--- src/rtl/sort_controller.sv ---
// sort_controller: loads N bytes, bubble-sorts them through an external comparator, streams them out ascending
module sort_controller #(
  parameter int N = 4,
  parameter int W = 8
) (
  input  logic         clk,
  input  logic         rst,
  input  logic         in_valid,
  input  logic [W-1:0] in_data,
  output logic         in_ready,
  input  logic         start,
  output logic [W-1:0] cmp_a,
  output logic [W-1:0] cmp_b,
  input  logic         cmp_less,
  input  logic         cmp_equal,
  input  logic         cmp_greater,
  output logic         out_valid,
  output logic [W-1:0] out_data,
  input  logic         out_ready,
  output logic         busy,
  output logic         sorted
);
  localparam int IW = (N > 1) ? $clog2(N) : 1;
  localparam int CW = $clog2(N + 1);
  typedef enum logic [1:0] {IDLE, SORT, OUT} state_t;
  state_t r_state, w_next;
  logic [W-1:0]  r_buf [N];
  logic [CW-1:0] r_count;
  logic [IW-1:0] r_i, r_pass, r_rd;
  logic          r_swapped, r_sorted;
  logic [IW-1:0] w_ip1;
  logic          w_full, w_last_cmp, w_done, w_last_out, w_unused;
  assign w_ip1      = r_i + IW'(1);
  assign w_full     = r_count == CW'(N);
  assign w_last_cmp = r_i == IW'(N - 2);
  assign w_done     = w_last_cmp && (!(r_swapped | cmp_greater) || r_pass == IW'(N - 2));
  assign w_last_out = r_rd == IW'(N - 1);
  // only the greater flag decides a swap; the other flags are intentionally ignored
  assign w_unused   = cmp_less ^ cmp_equal;
  // state register
  always_ff @(posedge clk or posedge rst) begin
    if (rst) r_state <= IDLE;
    else     r_state <= w_next;
  end
  // next-state: start needs a full buffer, sort ends on the last pass edge, output ends on the last transfer
  always_comb begin
    w_next = r_state;
    unique case (r_state)
      IDLE:    w_next = (start && w_full) ? SORT : IDLE;
      SORT:    w_next = w_done ? OUT : SORT;
      OUT:     w_next = (out_ready && w_last_out) ? IDLE : OUT;
      default: w_next = IDLE;
    endcase
  end
  // outputs: operands only visible while sorting, data only visible while streaming
  always_comb begin
    in_ready  = (r_state == IDLE) && !w_full;
    busy      = r_state != IDLE;
    out_valid = r_state == OUT;
    out_data  = (r_state == OUT) ? r_buf[r_rd] : '0;
    cmp_a     = (r_state == SORT) ? r_buf[r_i] : '0;
    cmp_b     = (r_state == SORT) ? r_buf[w_ip1] : '0;
    sorted    = r_sorted;
  end
  // datapath: buffer load, compare-and-swap walk, read pointer; indices rearm while idle
  always_ff @(posedge clk or posedge rst) begin
    if (rst) begin
      for (int k = 0; k < N; k++) r_buf[k] <= '0;
      r_count   <= '0;
      r_i       <= '0;
      r_pass    <= '0;
      r_rd      <= '0;
      r_swapped <= 1'b0;
      r_sorted  <= 1'b0;
    end else begin
      r_sorted <= (r_state == SORT) && w_done;
      unique case (r_state)
        IDLE: begin
          if (in_valid && !w_full) begin
            r_buf[r_count[IW-1:0]] <= in_data;
            r_count                <= r_count + CW'(1);
          end
          r_i       <= '0;
          r_pass    <= '0;
          r_rd      <= '0;
          r_swapped <= 1'b0;
        end
        SORT: begin
          if (cmp_greater) begin
            r_buf[r_i]   <= r_buf[w_ip1];
            r_buf[w_ip1] <= r_buf[r_i];
          end
          r_swapped <= (r_swapped | cmp_greater) & !w_last_cmp;
          r_i       <= w_last_cmp ? '0 : w_ip1;
          r_pass    <= w_last_cmp ? r_pass + IW'(1) : r_pass;
        end
        OUT: begin
          if (out_ready) begin
            r_rd <= r_rd + IW'(1);
            if (w_last_out) r_count <= '0;
          end
        end
        default: r_count <= '0;
      endcase
    end
  end
endmodule

--- config.mk ---
export PLATFORM = sky130hd
export DESIGN_NAME = sort_controller
export DESIGN_NICKNAME = d
export VERILOG_FILES = /design/src/rtl/sort_controller.sv
export SDC_FILE = /design/constraint.sdc
export NUM_CORES = 1
export LEC_CHECK = 0
export CORE_UTILIZATION = 30
export DETAILED_ROUTE_END_ITERATION = 8
export HOLD_SLACK_MARGIN = 0.15
export MAX_ROUTING_LAYER = met4
export SLEW_MARGIN = 30
export SYNTH_ARGS = -nofsm -noshare
export SYNTH_HDL_FRONTEND = slang
export SYNTH_SLANG_ARGS = --single-unit
--- constraint.sdc ---
create_clock -name clk -period 3.02 [get_ports clk]
set_input_delay 0.453 -clock clk [delete_from_list [all_inputs] [get_ports clk]]
set_output_delay 0.453 -clock clk [all_outputs]
set_load 0.05 [all_outputs]
## Yosys cells after proc, flatten, opt, wreduce, memory -nomap -nowiden

Cells that the tools add are included.

| operators by class | value |
|---|---|
| add/sub/neg operators | 4 |
| order comparisons | 7 |
| equal/unequal tests | 11 |
| mux-type cells | 39 |
| bitwise operators | 7 |
| reductions and logical operators | 21 |

Operators by type and width:

| kind | count |
|---|---|
| $bwmux 32 | 3 |
| $mux 8 | 12 |
| $mux 32 | 2 |
| $pmux 32 s2 | 1 |
| $bmux 8 s2 | 3 |
| $demux 8 s2 | 3 |
| $ge 3x3->1 const B | 4 |
| $not 2->3 | 4 |
| $pmux 2 s2 | 3 |
| $mux 2 | 5 |
| $logic_and 1x1->1 | 9 |
| $lt 3x1->1 const B | 3 |
| $mux 3 | 3 |
| $pmux 3 s3 | 1 |
| $eq 2x2->1 const B | 4 |
| $add 2x1->2 const B | 3 |
| $ne 2x1->1 const B | 3 |
| $pmux 2 s3 | 1 |
| $reduce_bool 2->1 | 3 |
| $ne 2x2->1 const B | 2 |
| $reduce_and 2->1 | 2 |
| $reduce_and 4->1 | 1 |
| $add 3x1->3 const B | 1 |
| $eq 3x3->1 const B | 1 |
| 10 further kinds | 12 |

| storage, ports and cells | value |
|---|---|
| register bits after elaboration | 45 |
| input bits | 16 |
| logic and storage cells | 100 |

## Logic depth before layout (Yosys ltp)

| logic depth | value |
|---|---|
| depth in word-level cells | 9 |
| mapped depth | 10 |
| mapped depth without buffers | 6 |

## Least setup slack after synthesis

Ideal clock, no wire load.

| timing | value |
|---|---|
| path type | reg2out |
| from | reg r_i[0] |
| to | out cmp_b[4] |
| arrival time | 2158 ps |
| path slack | 409 ps |
| cell stages (with the launch flop) | 8 |
| cell sequence | dfrtp_1 -> buf_6 -> buf_12 -> inv_1 -> ha_1 -> buf_4 -> mux4_1 -> and2_1 |

| between the ends | value |
|---|---|
| longest elaborated chain between the ends | 6 |

Ends and longest elaborated chain:

| item | RTL line | text |
|---|---|---|
| start: declaration | 29 | `logic [IW-1:0] r_i, r_pass, r_rd;` |
| start signal: assignment | 94 | `r_i <= w_last_cmp ? '0 : w_ip1;` |
| $add 2x1->2 | 33 | `assign w_ip1 = r_i + IW'(1);` |
| $not 2->3 (not written as such) | 62 | `cmp_b = (r_state == SORT) ? r_buf[w_ip1] : '0;` |
| $bmux 8 s2 | 62 |  |
| $mux 8 (not written as such) (2 in a row) | 62 |  |
| $mux 8 | 62 |  |
| end: declaration | 13 | `output logic [W-1:0] cmp_b,` |

No other way between the ends. The select of a mux whose other input is x is not followed.

## Worst setup path after layout

| timing | value |
|---|---|
| from | reg r_rd[1] |
| to | out out_data[7] |

| between the ends | value |
|---|---|
| longest elaborated chain between the ends | 5 |

Ends and longest elaborated chain:

| item | RTL line | text |
|---|---|---|
| start: declaration | 29 |  |
| start signal: assignment | 99 | `r_rd <= r_rd + IW'(1);` |
| $not 2->3 (not written as such) | 60 | `out_data = (r_state == OUT) ? r_buf[r_rd] : '0;` |
| $bmux 8 s2 | 60 |  |
| $mux 8 (not written as such) (2 in a row) | 60 |  |
| $mux 8 | 60 |  |
| end: declaration | 18 | `output logic [W-1:0] out_data,` |

No other way between the ends. The select of a mux whose other input is x is not followed.

==> flow_metrics.env <==
export IMPL_power_density_mw_per_mm2=1274
export IMPL_cts_buffer_depth=2
export IMPL_grtUsageMet2=0.3028
export IMPL_critPathKind="reg -> out"
export IMPL_core_area_sq_mm=0.01098
export IMPL_met3_usage=0.02630
export IMPL_finalCoreUtilization=0.3789
export IMPL_rows=38
export IMPL_cts_clk_slew_worst_paths_ns=0.06
export IMPL_rsz0062_at_grt="no"
export IMPL_start_util=0.3128
export IMPL_grt_busiest_layer="met2"
export IMPL_place_worst_setup_slack_ns=0.3860
export IMPL_p_total_mw=5.303
export IMPL_grt_pass1_vias=2917
export IMPL_fin_nets=409
export IMPL_startpoint_type="register"
export IMPL_hold_viol=0
export IMPL_num_fill_cells=1084
export IMPL_synth_area_per_cell_sq_um=10.17
export IMPL_cts_tree="yes"
export IMPL_arrival_ns=2.49
export IMPL_fmax_mhz=340.2
export IMPL_dp_cells=512
export IMPL_grt_overflow_total=0
export IMPL_syn_inst=338
export IMPL_regArea_sq_mm=0.001126
export IMPL_cap_violations=0
export IMPL_routed_wl_um=10550
export IMPL_layout_drive_gt1_share=0.2263
export IMPL_synth_seq_cells=45
export IMPL_multi_input_area_sq_mm=0.002115
export IMPL_cts_setup_buffers=0
export IMPL_run_status="completed"
export IMPL_synth_edf_count=0
export IMPL_yosysWarningCount=0
export IMPL_routedWlPerCell_um=20.29
export IMPL_numPortBuffers=41
export IMPL_cts_sinks=45
export IMPL_fp_dieH_um=109.0
export IMPL_gp_congestion=0.8888
export IMPL_dieArea_sq_mm=0.01188
export IMPL_critPathMaxFanout=9
export IMPL_whs_ns=0.4671
export IMPL_setup_violations=0
export IMPL_diodes=0
export IMPL_worst_slack_ns=0.08015
export IMPL_hp_class="in -> async"
export IMPL_die_w_um=109.0
export IMPL_final_cells=520
export IMPL_grt_start_max_net_pins=29
export IMPL_mappedNetlistNets=368
export IMPL_drc=0
export IMPL_ys_flop_type="dfrtp_1"
export IMPL_synth_cell_area_sq_mm=0.003436
export IMPL_finalCritPeriodShare=0.9735
export IMPL_drv_slew=0
export IMPL_syn_to_final_growth_pct=21.12
export IMPL_design_area_sq_mm=0.004161
export IMPL_insertion_delay_ns=0.29
export IMPL_r2r_setup_slack_ns=0.66
export IMPL_placed_cell_area_sq_mm=0.004004
export IMPL_slew_headroom=0.4359
export IMPL_ys_seq_area_frac=0.3277
export IMPL_cts_resized=0
export IMPL_io_pins=44
export IMPL_root_buffer="clkbuf_16"
export IMPL_endpoint_kind="primary output"
export IMPL_synth_distinct_cells=45
export IMPL_vias_per_cell=5.860
export IMPL_async_flop_share=1.000
export IMPL_grt_pass1_wl_um=16120
export IMPL_worstPathRequired_ns=2.57
export IMPL_grt_util_met1=0.2380
export IMPL_setup_tns_ns=0
export IMPL_tightestPinTransition_ns=0.8445
export IMPL_numCtsBuffers=5
export IMPL_antenna_found_initial=0
export IMPL_vias=3047
export IMPL_period_needed_ns=2.940
export IMPL_skew_ns=0.006160
export IMPL_ir_worst_vdd_mv=0.4671
export IMPL_grt_usage=0.1902
export IMPL_dp_hpwl_um=7198
export IMPL_htree_levels=2
export IMPL_p_leak_nw=1.740
export IMPL_drtIter0Drc=246
export IMPL_ant_nets=0
export IMPL_firstDrtPassIters=5
export IMPL_ctsHoldBuffers=0
final timing paths:
kind / depth (start not counted) / from / endpoint
max in group asynchronous: 3 / rst / r_buf[25]$_DFFE_PP0P_
max: 3 / r_rd[1]$_DFFE_PP0P_ / out_data[7]
min reg2reg: 2 / r_swapped$_DFFE_PP0N_ / r_swapped$_DFFE_PP0N_
max reg2reg: 6 / r_count[0]$_DFFE_PP0P_ / r_buf[16]$_DFFE_PP0P_
min: 2 / rst / r_pass[0]$_DFFE_PP0P_
min in group clk: 2 / r_swapped$_DFFE_PP0N_ / r_swapped$_DFFE_PP0N_
routing by layer:
layer,routed length (um),share of wire,vias to the layer above
met5,0,0,-
met4,349,0.033,0
met3,696,0.066,34
met2,5112,0.48,154
met1,4394,0.42,1493
li1,-,-,1366
kinds of logic after synthesis:
kind of cell	after synthesis	synth area share
fa+ha+maj	14	0.05098
flops	45	0.3277
mux	33	0.1963
compound gates	107	0.2236
simple gates	96	0.1398
buf+inv	42	0.05899
xor+xnor	1	0.002550
layout make-up:
class                           count  share of cell area
Clock inverter                      1            0.001203
Tap cell                          140             0.04209
Inverter                           12             0.01082
Multi-Input combinational cell    251              0.5081
Timing Repair Buffer               64              0.1305
Clock buffer                        7             0.03668
Sequential cell                    45              0.2706
cells in the mapped netlist (all sizes together) (2+ instances only):
master	n	area share
a21oi	24	0.038
a22o	16	0.042
a22oi	33	0.074
a31oi	8	0.015
a32o	4	0.012
and2	20	0.037
and3	9	0.016
buf	14	0.028
clkbuf	16	0.017
dfrtp	45	0.33
ha	14	0.051
inv	12	0.013
mux2	8	0.026
mux4	24	0.17
nand2	13	0.014
nand3	9	0.013
nor2	32	0.035
nor2b	4	0.0073
nor3	3	0.0044
o21ai	12	0.017
o2bb2ai	2	0.0051
or2	3	0.0055
layout by cell type (no fill, tap or decap), drive strengths merged, types with 2 or more instances in the layout:
cell	instances
a21oi	24
a22o	16
a22oi	33
a31oi	8
a32o	4
and2	20
and3	9
buf	39
clkbuf	7
clkdlybuf4s50	25
dfrtp	45
ha	14
inv	12
mux2	8
mux4	24
nand2	13
nand3	9
nor2	32
nor2b	4
nor3	3
o21ai	12
o2bb2ai	2
or2	3
sequential cells by signal, summed over array words and instances (netlist names):
register and flops:
r_buf 32, r_count 3, r_i 2, r_pass 2, r_rd 2, r_state 2, r_swapped 1, sorted 1
critical path: stages (launching register included):
cell	delay, ns
dfrtp_1	0.69
mux4_2	0.61
and3_1	0.20
clkdlybuf4s50_1	0.69
where the power goes:
| group | leakage (nW) | internal, mW | switching, mW | total [mW] |
|---|---|---|---|---|
| Sequential | 0.559 | 0.891 | 0.275 | 1.17 |
| Combinational | 1.10 | 1.42 | 2.13 | 3.54 |
| Clock | 0.0799 | 0.351 | 0.242 | 0.593 |
(Power assumes the default switching activity.)
